`src/rtl/mux_pipe_pkg.sv`:
```
// Shared types and elaboration helpers for the round-robin merge pipe.
package mux_pipe_pkg;

   localparam int MAX_NCHAN = 8;

   // Wide enough to name any channel up to MAX_NCHAN.
   typedef logic [2:0] chan_idx_t;

   // Ceiling log2, never less than 1 so it can size a vector directly.
   function automatic int clog2(input int value);
      int bits;
      bits = 0;
      while ((1 << bits) < value) bits++;
      return (bits < 1) ? 1 : bits;
   endfunction

   function automatic bit is_pow2(input int value);
      return (value >= 2) && ((value & (value - 1)) == 0);
   endfunction

endpackage

```
`src/rtl/fifo_nbuf.sv`:
```
// DEPTH-entry FIFO for one forward channel; head is visible the cycle after enqueue.
module fifo_nbuf
   import mux_pipe_pkg::*;
#(
   parameter int WIDTH = 128,
   parameter int DEPTH = 2
) (
   input  logic                     clk_sys,
   input  logic                     rst_b,
   input  logic                     enq,
   input  logic [WIDTH-1:0]         enq_data,
   input  logic                     deq,
   output logic [WIDTH-1:0]         first,
   output logic [clog2(DEPTH):0]    count,
   output logic                     full,
   output logic                     empty
);

   localparam int PW = clog2(DEPTH);
   localparam int CW = PW + 1;

   logic [WIDTH-1:0] mem_q [DEPTH];
   logic [PW-1:0]    wr_ptr_q, wr_ptr_d;
   logic [PW-1:0]    rd_ptr_q, rd_ptr_d;
   logic [CW-1:0]    count_q, count_d;
   logic             do_enq, do_deq;

   assign full  = (count_q == CW'(DEPTH));
   assign empty = (count_q == '0);
   assign count = count_q;
   assign first = mem_q[rd_ptr_q];

   // Pointer and occupancy update; power-of-2 depth lets pointers wrap naturally.
   always_comb begin
      do_enq   = enq & ~full;
      do_deq   = deq & ~empty;
      wr_ptr_d = wr_ptr_q + PW'(do_enq);
      rd_ptr_d = rd_ptr_q + PW'(do_deq);
      count_d  = count_q + CW'(do_enq) - CW'(do_deq);
   end

   // Storage is not reset: clearing the count is what discards the contents.
   always_ff @(posedge clk_sys) begin
      if (do_enq) mem_q[wr_ptr_q] <= enq_data;
   end

   // Pointer/count registers with synchronous clear.
   always_ff @(posedge clk_sys) begin
      if (!rst_b) begin
         wr_ptr_q <= '0;
         rd_ptr_q <= '0;
         count_q  <= '0;
      end else begin
         wr_ptr_q <= wr_ptr_d;
         rd_ptr_q <= rd_ptr_d;
         count_q  <= count_d;
      end
   end

endmodule

```
`src/rtl/mux_pipe_rr.sv`:
```
// Merges NCHAN buffered forward streams (round-robin) and one direct stream
// (lowest priority, with a periodic guaranteed slot) onto one output.
module mux_pipe_rr
   import mux_pipe_pkg::*;
#(
   parameter int WIDTH   = 128,
   parameter int NCHAN   = 2,
   parameter int DEPTH   = 2,
   parameter int IN_SLOT = 4
) (
   input  logic                   CLK,
   input  logic                   nRST,
   input  logic                   in_enq_ena,
   input  logic [WIDTH-1:0]       in_enq_v,
   output logic                   in_enq_rdy,
   input  logic [NCHAN-1:0]       forward_enq_ena,
   input  logic [NCHAN*WIDTH-1:0] forward_enq_v,
   output logic [NCHAN-1:0]       forward_enq_rdy,
   output logic                   out_enq_ena,
   output logic [WIDTH-1:0]       out_enq_v,
   input  logic                   out_enq_rdy
);

   localparam bit CFG_OK = is_pow2(DEPTH) && (NCHAN >= 1) && (NCHAN <= MAX_NCHAN) && (WIDTH >= 1);
   localparam int SLOT_W = clog2(IN_SLOT + 1);
   localparam logic [SLOT_W-1:0] SLOT_RELOAD = SLOT_W'(IN_SLOT);

   if (!CFG_OK) begin : g_cfg_err
      $error("mux_pipe_rr: DEPTH must be a power of 2 (>=2) and NCHAN in 1..8");
   end

   // Slot timer counts down the FIFO transfers left before the direct slot.
   logic [SLOT_W-1:0] slot_cnt_q, slot_cnt_d;
   chan_idx_t         last_q, last_d;

   logic [WIDTH-1:0]     fifo_first [NCHAN];
   logic [clog2(DEPTH):0] fifo_count [NCHAN];
   logic [NCHAN-1:0]     fifo_full, fifo_empty, fifo_req, fifo_enq, fifo_deq;

   logic      slot_turn, fgrant_valid, fifo_xfer, direct_xfer;
   chan_idx_t grant_idx;
   logic [3:0] pick;

   // Returns {valid, index} of the first requester after 'last', circularly.
   function automatic logic [3:0] rr_pick(input logic [NCHAN-1:0] req, input chan_idx_t last);
      logic [NCHAN-1:0] rot;
      int               idx;
      rr_pick = '0;
      for (int i = NCHAN; i >= 1; i--) begin
         idx = (int'(last) + i) % NCHAN;
         rot = req >> idx;
         if (rot[0]) rr_pick = {1'b1, chan_idx_t'(idx)};
      end
   endfunction

   for (genvar c = 0; c < NCHAN; c++) begin : g_chan
      assign forward_enq_rdy[c] = nRST & ~fifo_full[c];
      assign fifo_enq[c]        = forward_enq_ena[c] & forward_enq_rdy[c];
      assign fifo_req[c]        = (fifo_count[c] != '0);

      fifo_nbuf #(.WIDTH(WIDTH), .DEPTH(DEPTH)) u_fifo (
         .clk_sys  (CLK),
         .rst_b    (nRST),
         .enq      (fifo_enq[c]),
         .enq_data (forward_enq_v[c*WIDTH +: WIDTH]),
         .deq      (fifo_deq[c]),
         .first    (fifo_first[c]),
         .count    (fifo_count[c]),
         .full     (fifo_full[c]),
         .empty    (fifo_empty[c])
      );
   end

   // Arbitration, output mux and next-state for slot timer and RR pointer.
   always_comb begin
      slot_turn    = (IN_SLOT != 0) && (slot_cnt_q == '0);
      pick         = rr_pick(fifo_req, last_q);
      grant_idx    = pick[2:0];
      fgrant_valid = nRST & pick[3] & ~slot_turn;
      in_enq_rdy   = nRST & out_enq_rdy & ~fgrant_valid;
      fifo_xfer    = fgrant_valid & out_enq_rdy;
      direct_xfer  = in_enq_ena & in_enq_rdy;
      out_enq_ena  = fifo_xfer | direct_xfer;

      out_enq_v = in_enq_v;
      fifo_deq  = '0;
      for (int c = 0; c < NCHAN; c++) begin
         if (fgrant_valid && (chan_idx_t'(c) == grant_idx)) out_enq_v = fifo_first[c];
         fifo_deq[c] = fifo_xfer && (chan_idx_t'(c) == grant_idx) && !fifo_empty[c];
      end

      slot_cnt_d = slot_cnt_q;
      if (slot_turn || direct_xfer)            slot_cnt_d = SLOT_RELOAD;
      else if (fifo_xfer && slot_cnt_q != '0) slot_cnt_d = slot_cnt_q - 1'b1;

      last_d = fifo_xfer ? grant_idx : last_q;
   end

   // Arbiter state; reset points 'last' at the top channel so channel 0 goes first.
   always_ff @(posedge CLK) begin
      if (!nRST) begin
         slot_cnt_q <= SLOT_RELOAD;
         last_q     <= chan_idx_t'(NCHAN - 1);
      end else begin
         slot_cnt_q <= slot_cnt_d;
         last_q     <= last_d;
      end
   end

endmodule

```
`config.mk`:
```
export PLATFORM = sky130hd
export DESIGN_NAME = mux_pipe_rr
export DESIGN_NICKNAME = d
export VERILOG_FILES = /design/src/rtl/mux_pipe_pkg.sv /design/src/rtl/fifo_nbuf.sv /design/src/rtl/mux_pipe_rr.sv
export SDC_FILE = /design/constraint.sdc
export NUM_CORES = 1
export LEC_CHECK = 0
export BUFFER_PORTS_ARGS = -buffer_cell sky130_fd_sc_hd__buf_4
export CAP_MARGIN = 0
export CORE_MARGIN = 4
export CORE_UTILIZATION = 50
export CTS_BUF_LIST = sky130_fd_sc_hd__clkbuf_2
export CTS_CLUSTER_DIAMETER = 80
export DETAILED_ROUTE_END_ITERATION = 8
export HOLD_SLACK_MARGIN = 0.15
export PLACE_DENSITY = 0.82
export SKIP_LAST_GASP = 1
export SLEW_MARGIN = 20
export SYNTH_ARGS = -nofsm -noshare
export SYNTH_HDL_FRONTEND = slang
export SYNTH_SLANG_ARGS = --single-unit
export TNS_END_PERCENT = 30
```
`constraint.sdc`:
```
create_clock -name CLK -period 4.6 [get_ports CLK]
set_clock_uncertainty 0.05 [all_clocks]
set_input_delay 0.69 -clock CLK [delete_from_list [all_inputs] [get_ports CLK]]
set_output_delay 0.69 -clock CLK [all_outputs]
set_load 0.01 [all_outputs]
```
==> results of run 1 <==
logic make-up after synthesis:
group / synth area share, %
flip-flops: 71.23
AO/OA/AOI/OAI: 0.5465
multiplexers: 24.18
XOR/XNOR: 0.1992
AND/OR/NAND/NOR: 0.6775
adder cells (fa/ha/maj): 0.5693
buffers and inverters: 2.596
through the flow:
step / worst slack, ps / instances / setup TNS [ps] / hold WS [ps] / area (um2)
after detailed placement: 1309 / 2229 / 0 / 395.7 / 26450
after global placement: 1393 / 2229 / 0 / 393.6 / 26450
after floorplan: -226.0 / 1161 / -115700 / 383.2 / 21980
==> results.json, run 1 <==
{
  "ys_dominant_reg_cell": "edfxtp_1",
  "async_flop_share_pct": 0,
  "status": "aborted with a tool error",
  "haltStage": "clock tree synthesis (4_1_cts)",
  "error": "[ERROR RSZ-0060] Max buffer count reached.",
  "ioPinCount": 522,
  "cts-root-buf": "clkbuf_2",
  "synth_cells": 1161,
  "yosysWarnings": 0,
  "synth_top_area_cell": "edfxtp_1",
  "seq_area_frac_synth_pct": 71.23,
  "holdBufCountCts": 492,
  "synth_area_um2": 21980,
  "yosysUniqueCellTypes": 34,
  "postCtsSetupBuffers": 3,
  "port_buffers": 521,
  "clockBufferDepth": 3,
  "rows": 76,
  "numCtsBuffers": 134,
  "cts_htree_levels": 4,
  "post_cts_resized": 0,
  "synth_edf_count": 512,
  "synth_top_area_share_pct": 69.95,
  "start_util_pct": 50.80,
  "syn-mean-instance-area_um2": 18.93,
  "gp_congestion": 0.8647,
  "syn_nets": 1561,
  "synth.most_common_cell": "edfxtp_1",
  "netlist_top_cells_area": "edfxtp_1, mux2i_1, mux2_2",
  "hpwl_um": 37810,
  "cts.sinks": 526,
  "die_h_um": 217.7,
  "die_w_um": 217.7,
  "synth_commonest_cells": "edfxtp_1, mux2i_1, mux2_2",
  "ys_ff_latch": 526
}
==> inputs of run 2 (changes only) <==
--- a/config.mk
+++ b/config.mk
@@ -8,12 +8,9 @@
 export BUFFER_PORTS_ARGS = -buffer_cell sky130_fd_sc_hd__buf_4
 export CAP_MARGIN = 0
 export CORE_MARGIN = 4
-export CORE_UTILIZATION = 50
-export CTS_BUF_LIST = sky130_fd_sc_hd__clkbuf_2
-export CTS_CLUSTER_DIAMETER = 80
+export CORE_UTILIZATION = 40
 export DETAILED_ROUTE_END_ITERATION = 8
-export HOLD_SLACK_MARGIN = 0.15
-export PLACE_DENSITY = 0.82
+export PLACE_DENSITY_LB_ADDON = 0.15
 export SKIP_LAST_GASP = 1
 export SLEW_MARGIN = 20
 export SYNTH_ARGS = -nofsm -noshare
==> constraint.sdc (replaced) <==
create_clock -name CLK -period 6 [get_ports CLK]
set_clock_uncertainty 0.05 [all_clocks]
set_input_delay 0.9 -clock CLK [delete_from_list [all_inputs] [get_ports CLK]]
set_output_delay 0.9 -clock CLK [all_outputs]
set_load 0.01 [all_outputs]
==> run 2 against run 1 <==
Effect of this change: the run now ends clean; synthesized cell count stayed put; synthesized area is the same.
==> results.json, run 2 <==
{
  "status": "finished clean",
  "finalHoldViolations": 0,
  "period_minus_slack_ps": 4270,
  "crit_arrival_ps": 3320,
  "vias": 12169,
  "post_cts_resized": 0,
  "max_cap_violations": 0,
  "clk_latency_ps": 580,
  "fin_ws_ps": 1730,
  "viasPerCell": 4.975,
  "ys_dominant_reg_cell": "edfxtp_1",
  "hp-class": "flip-flop to flip-flop",
  "relSlewSlack_pct": 38.91,
  "power.density_nw_per_um2": 308.7,
  "syn_nets": 1561,
  "critPathMaxFanout": 58,
  "die_h_um": 242.4,
  "p_switching_mw": 1.984,
  "grt_pass1_wl_um": 81400,
  "switching_share_pct": 22.70,
  "yosysWarnings": 0,
  "synth_top_area_share_pct": 69.95,
  "rsz0062_at_grt": "no",
  "netlist_top_cells_area": "edfxtp_1, mux2i_1, mux2_2",
  "regMostFlops": "g_chan.u_fifo.mem_q",
  "synth_area_um2": 21980,
  "criticalPathCategory": "flip-flop to output pin",
  "holdBufCountCts": 0,
  "async_flop_share_pct": 0,
  "gp_congestion": 0.7822,
  "port_buffers": 521,
  "drive_above_1_share_pct": 43.00,
  "setup_viol": 0,
  "ioPinCount": 522,
  "hpwl_um": 37800,
  "coreArea_um2": 54130,
  "cts.reportedPaths.clkPinSlew_ps": 60,
  "fin_area_um2": 28320,
  "clkPwrFrac_pct": 38.0,
  "syn-mean-instance-area_um2": 18.93,
  "reg2reg_from": "g_chan[1].u_fifo.count[0]$_SDFF_PN0_",
  "finalWirelength_um": 55570,
  "layout_commonest_cell": "buf_4",
  "grt_pass1_vias": 13085,
  "endpoint_kind": "output pin",
  "cts_htree_levels": 2,
  "grt_max_degree": 78,
  "cts_tree": "built",
  "ys_ff_latch": 526,
  "synth.most_common_cell": "edfxtp_1",
  "area_growth_syn_to_layout_pct": 28.83,
  "hp-start": "g_chan[1].u_fifo.rd_ptr_q$_SDFF_PN0_",
  "period_share_pct": 71.17,
  "cts.sinks": 526,
  "synth_cells": 1161,
  "fmax_ghz": 0.2342,
  "first_pass_iters": 5,
  "p_leak_nw": 10.76,
  "yosysUniqueCellTypes": 34,
  "rows": 85,
  "ir_drop_uv": 258.5,
  "pre_cts_slack_ps": 2087,
  "synth_edf_count": 512,
  "die_w_um": 242.4,
  "antenna_found_initial": 13,
  "numCtsBuffers": 56,
  "cp_data_required_time_ps": 5050,
  "start_kind": "flip-flop",
  "combinationalPowerShare_pct": 13.3,
  "synth_commonest_cells": "edfxtp_1, mux2i_1, mux2_2",
  "start_util_pct": 40.60,
  "largest_reg_flops": 512,
  "crit_start": "slot_cnt_q[0]$_SDFFE_PP0P_",
  "worstMarginPinSlew_ps": 916.3,
  "drtIter0Drc": 595,
  "tns_ps": 0,
  "ant_nets": 0,
  "final_net_count": 2096,
  "drc_errors": 0,
  "wl_per_cell_um": 22.72,
  "pwr-share-seq_pct": 48.7,
  "grt_usage_pct": 18.30,
  "die-area_um2": 58760,
  "synth_top_area_cell": "edfxtp_1",
  "seq_area_frac_synth_pct": 71.23,
  "cts-root-buf": "clkbuf_16",
  "place_area_um2": 26530,
  "clockBufferDepth": 3,
  "layout_common_cells": "buf_4, edfxtp_1, mux2i_1",
  "internal_power_mw": 6.757,
  "grt_overflow": 0,
  "maxSlewViolCount": 0,
  "postCtsSetupBuffers": 0
}
[run 2: worst max-delay path: stages, from the launching register on]
cell and delay, ps:
dfxtp_1 350, inv_1 50, ha_1 190, ha_1 190
nand2b_1 230, nor2_8 590, buf_12 400, mux2i_1 380
buf_4 180
[run 2: area by class of cell]
class	count	area, um2
flip-flops and latches	526	15660
diodes	8	20.02
inverters	10	37.54
clock buffers	73	1486
multi-input cells	566	5812
well taps	696	870.8
fillers	4501	25820
repair buffers	536	4149
clock inverters	31	277.8
[run 2: path summary, 6_finish.rpt]
path                                             end  slack (ps)  cells past startpoint
min                                        flip-flop         420                      1
max reg2reg  g_chan[1].u_fifo.mem_q[1][90]$_DFFE_PP_        3250                      5
min reg2reg                                flip-flop         420                      1
max                                    out_enq_v[97]        1730                      8
[run 2: cells by family after synthesis]
group	Yosys count	share of synthesized area (%)
AND/OR/NAND/NOR	24	0.6775
multiplexers	515	24.18
buffers and inverters	69	2.596
adder cells (fa/ha/maj)	10	0.5693
AO/OA/AOI/OAI	12	0.5465
flip-flops	526	71.23
XOR/XNOR	5	0.1992
[run 2: power groups by stage]
stage / logic [mW] / registers, mW / clock network (mW)
after global placement: 1.17 / 4.33 / 0
final: 1.16 / 4.26 / 3.32
after floorplan: 0.631 / 4.33 / 0
after detailed placement: 1.18 / 4.33 / 0
after global routing: 1.25 / 4.27 / 3.58
after CTS: 1.19 / 4.26 / 3.42
[run 2: per-layer routing]
metal,track usage [%],vias up,part of all wire [%]
met3,6.752,76,9.2
met2,30.90,392,49
met1,22.21,6039,39
met5,0,-,0.12
met4,5.020,10,2.1
li1,-,5652,-
[run 2: per-stage QoR]
stage	hold WS, ps	power [mW]	instances	utilization [%]
6_report	416.8	8.741	2446	52.31
5_1_grt	397.0	9.104	2444	52.30
4_1_cts	389.9	8.864	2438	52.27
3_5_place_dp	409.6	5.519	2334	49.01
3_3_place_gp	391.2	5.500	2334	49.01
2_1_floorplan	383.2	4.961	1161	-
Note: power is estimated with default switching activity, not from simulation.
==> inputs of run 3 (changes only) <==
==> constraint.sdc (replaced) <==
create_clock -name CLK -period 4.2 [get_ports CLK]
set_clock_uncertainty 0.05 [all_clocks]
set_input_delay 0.63 -clock CLK [delete_from_list [all_inputs] [get_ports CLK]]
set_output_delay 0.63 -clock CLK [all_outputs]
set_load 0.01 [all_outputs]
==> run 3 against run 2 <==
Effect of this change: utilization up 0.17 points; worst hold slack worse by 250 ps; sequential power up 42%; global-route usage up 0.25 points; final area up 0.32%; first-iteration DRC count up 4.4%; clock power up 42%; final cell count up 0.37%; register-to-register slack worse by 2000 ps; critical path depth up 1; wire length up 1.4%; critical path type unchanged; critical endpoint is now out_enq_v[90]; largest power group unchanged.
==> results.json, run 3 (synthesis gave the netlist of run 2 again) <==
{
  "start_kind": "flip-flop",
  "setup_viol": 0,
  "r2r_cells": 13,
  "holdBufCountCts": 0,
  "rsz0062_at_grt": "no",
  "fin_area_um2": 28410,
  "grt_max_degree": 129,
  "reg2reg_from": "slot_cnt_q[0]$_SDFFE_PP0P_",
  "r2r_slack_ps": 1240,
  "critPathTopFamily": "buffers and inverters",
  "final_net_count": 2108,
  "hp-start": "forward_enq_v[4]",
  "critPathMaxFanout": 52,
  "hold_end": "g_chan[0].u_fifo.mem_q[0][4]$_DFFE_PP_",
  "layout_commonest_cell": "buf_4",
  "grt_pass1_vias": 13184,
  "cts.reportedPaths.clkPinSlew_ps": 60,
  "crit_arrival_ps": 3050,
  "layout_common_cells": "buf_4, edfxtp_1, mux2i_1",
  "viasPerCell": 4.986,
  "relSlewSlack_pct": 39.24,
  "hold_depth": 1,
  "finalWirelength_um": 56340,
  "period_minus_slack_ps": 3727,
  "endpoint_kind": "output pin",
  "wl_per_cell_um": 22.95,
  "clockBufferDepth": 3,
  "largest_reg_flops": 512,
  "grt_usage_pct": 18.55,
  "cts_tree": "built",
  "cp_data_required_time_ps": 3520,
  "port_buffers": 521,
  "antenna_found_initial": 11,
  "ioPinCount": 522,
  "ir_drop_uv": 291.2,
  "grt_overflow": 0,
  "criticalPathCategory": "flip-flop to output pin",
  "coreArea_um2": 54130,
  "reg2reg_to": "g_chan[0].u_fifo.count[1]$_SDFF_PN0_",
  "path_buf_inv": 3,
  "cts.sinks": 526,
  "crit_slowest_cell": "dfxtp_1",
  "vias": 12241,
  "worstMarginPinSlew_ps": 911.4,
  "gp_congestion": 0.8019,
  "critPathMaxStageDelay_ps": 340,
  "maxSlewViolCount": 0,
  "crit_chain": "inv_1 > ha_1 > ha_1 > and2b_1 > o211ai_4 > buf_12 > mux2i_1 > mux2i_1 > buf_4",
  "drc_errors": 0,
  "first_pass_iters": 4,
  "period_share_pct": 88.74,
  "status": "finished clean",
  "ant_nets": 0,
  "cts-root-buf": "clkbuf_16",
  "grt_pass1_wl_um": 82570,
  "rows": 85,
  "clk_latency_ps": 600,
  "area_growth_syn_to_layout_pct": 29.24,
  "die_w_um": 242.4,
  "power.density_nw_per_um2": 439.2,
  "drive_above_1_share_pct": 43.24,
  "tns_ps": 0,
  "finalHoldViolations": 0,
  "max_cap_violations": 0,
  "postCtsSetupBuffers": 0,
  "die-area_um2": 58760,
  "die_h_um": 242.4,
  "utilization_pct": 52.47,
  "start_util_pct": 40.60,
  "numCtsBuffers": 57,
  "regMostFlops": "g_chan.u_fifo.mem_q",
  "place_area_um2": 26640,
  "post_cts_resized": 0,
  "drtIter0Drc": 621,
  "hp-class": "input pin to flip-flop",
  "fmax_ghz": 0.2683,
  "hpwl_um": 38650,
  "p_leak_nw": 10.80,
  "cts_htree_levels": 2
}
[run 3: changes by cell type in the layout (fill, tap and decap cells not counted), sizes merged]
cell / previous run / this run
buf: 536 / 547
bufinv: 5 / 3
clkbuf: 73 / 74
clkinv: 24 / 22
clkinvlp: 0 / 3
diode: 8 / 6
[run 3: through the flow]
stage	std cells	power [mW]	hold WS (ps)	setup WS [ps]
floorplan	1161	7.087	383.2	-566.0
global placement	2345	7.873	403.7	998.3
detailed placement	2345	7.907	404.0	961.3
CTS	2449	12.65	112.5	399.7
global route	2452	12.98	126.6	298.7
finish	2455	12.47	162.3	472.9
[run 3: area by class of cell]
type                            count  area (um2)
Antenna cell                        6       15.01
Timing Repair Buffer              547        4257
Clock inverter                     30       219.0
Inverter                           10       37.54
Fill cell                        4511       25730
Tap cell                          696       870.8
Multi-Input combinational cell    566        5812
Sequential cell                   526       15660
Clock buffer                       74        1533
[run 3: power breakdown]
group	switching [mW]	internal, mW	total, mW
combinational	0.836	0.859	1.70
clock	1.98	2.74	4.71
sequential	0.0556	6.01	6.07
total	2.87	9.61	12.5
[run 3: worst max-delay path by stage]
stage / from / endpoint / slack [ps] / cells after the start
final: slot_cnt_q[0]$_SDFFE_PP0P_ / out_enq_v[90] / 470 / 9
after global routing: slot_cnt_q[0]$_SDFFE_PP0P_ / out_enq_v[90] / 300 / 9
after CTS: slot_cnt_q[0]$_SDFFE_PP0P_ / out_enq_v[67] / 400 / 9
after detailed placement: nRST / out_enq_v[67] / 960 / 7
after global placement: nRST / out_enq_v[67] / 1000 / 7
after floorplan: nRST / g_chan[1].u_fifo.mem_q[1][0]$_DFFE_PP_ / -570 / 3
[run 3: metal layers]
layer	up-vias	part of all wire (%)	GRT usage (%)
li1	5664	-	-
met1	6090	39	22.40
met2	388	50	31.95
met3	89	8.6	6.353
met4	10	2.0	4.815
met5	-	0.11	0
[run 3: worst reg2reg max path, delay by kind of cell, from the launching register on]
kind	cells	cell delay (ps)
DFF	1	320
and+or+nand+nor	3	540
buffers and inverters	3	590
adders and majority gates	4	790
xor gates and xnor gates	2	260
AOI/OAI and AO/OA	1	330
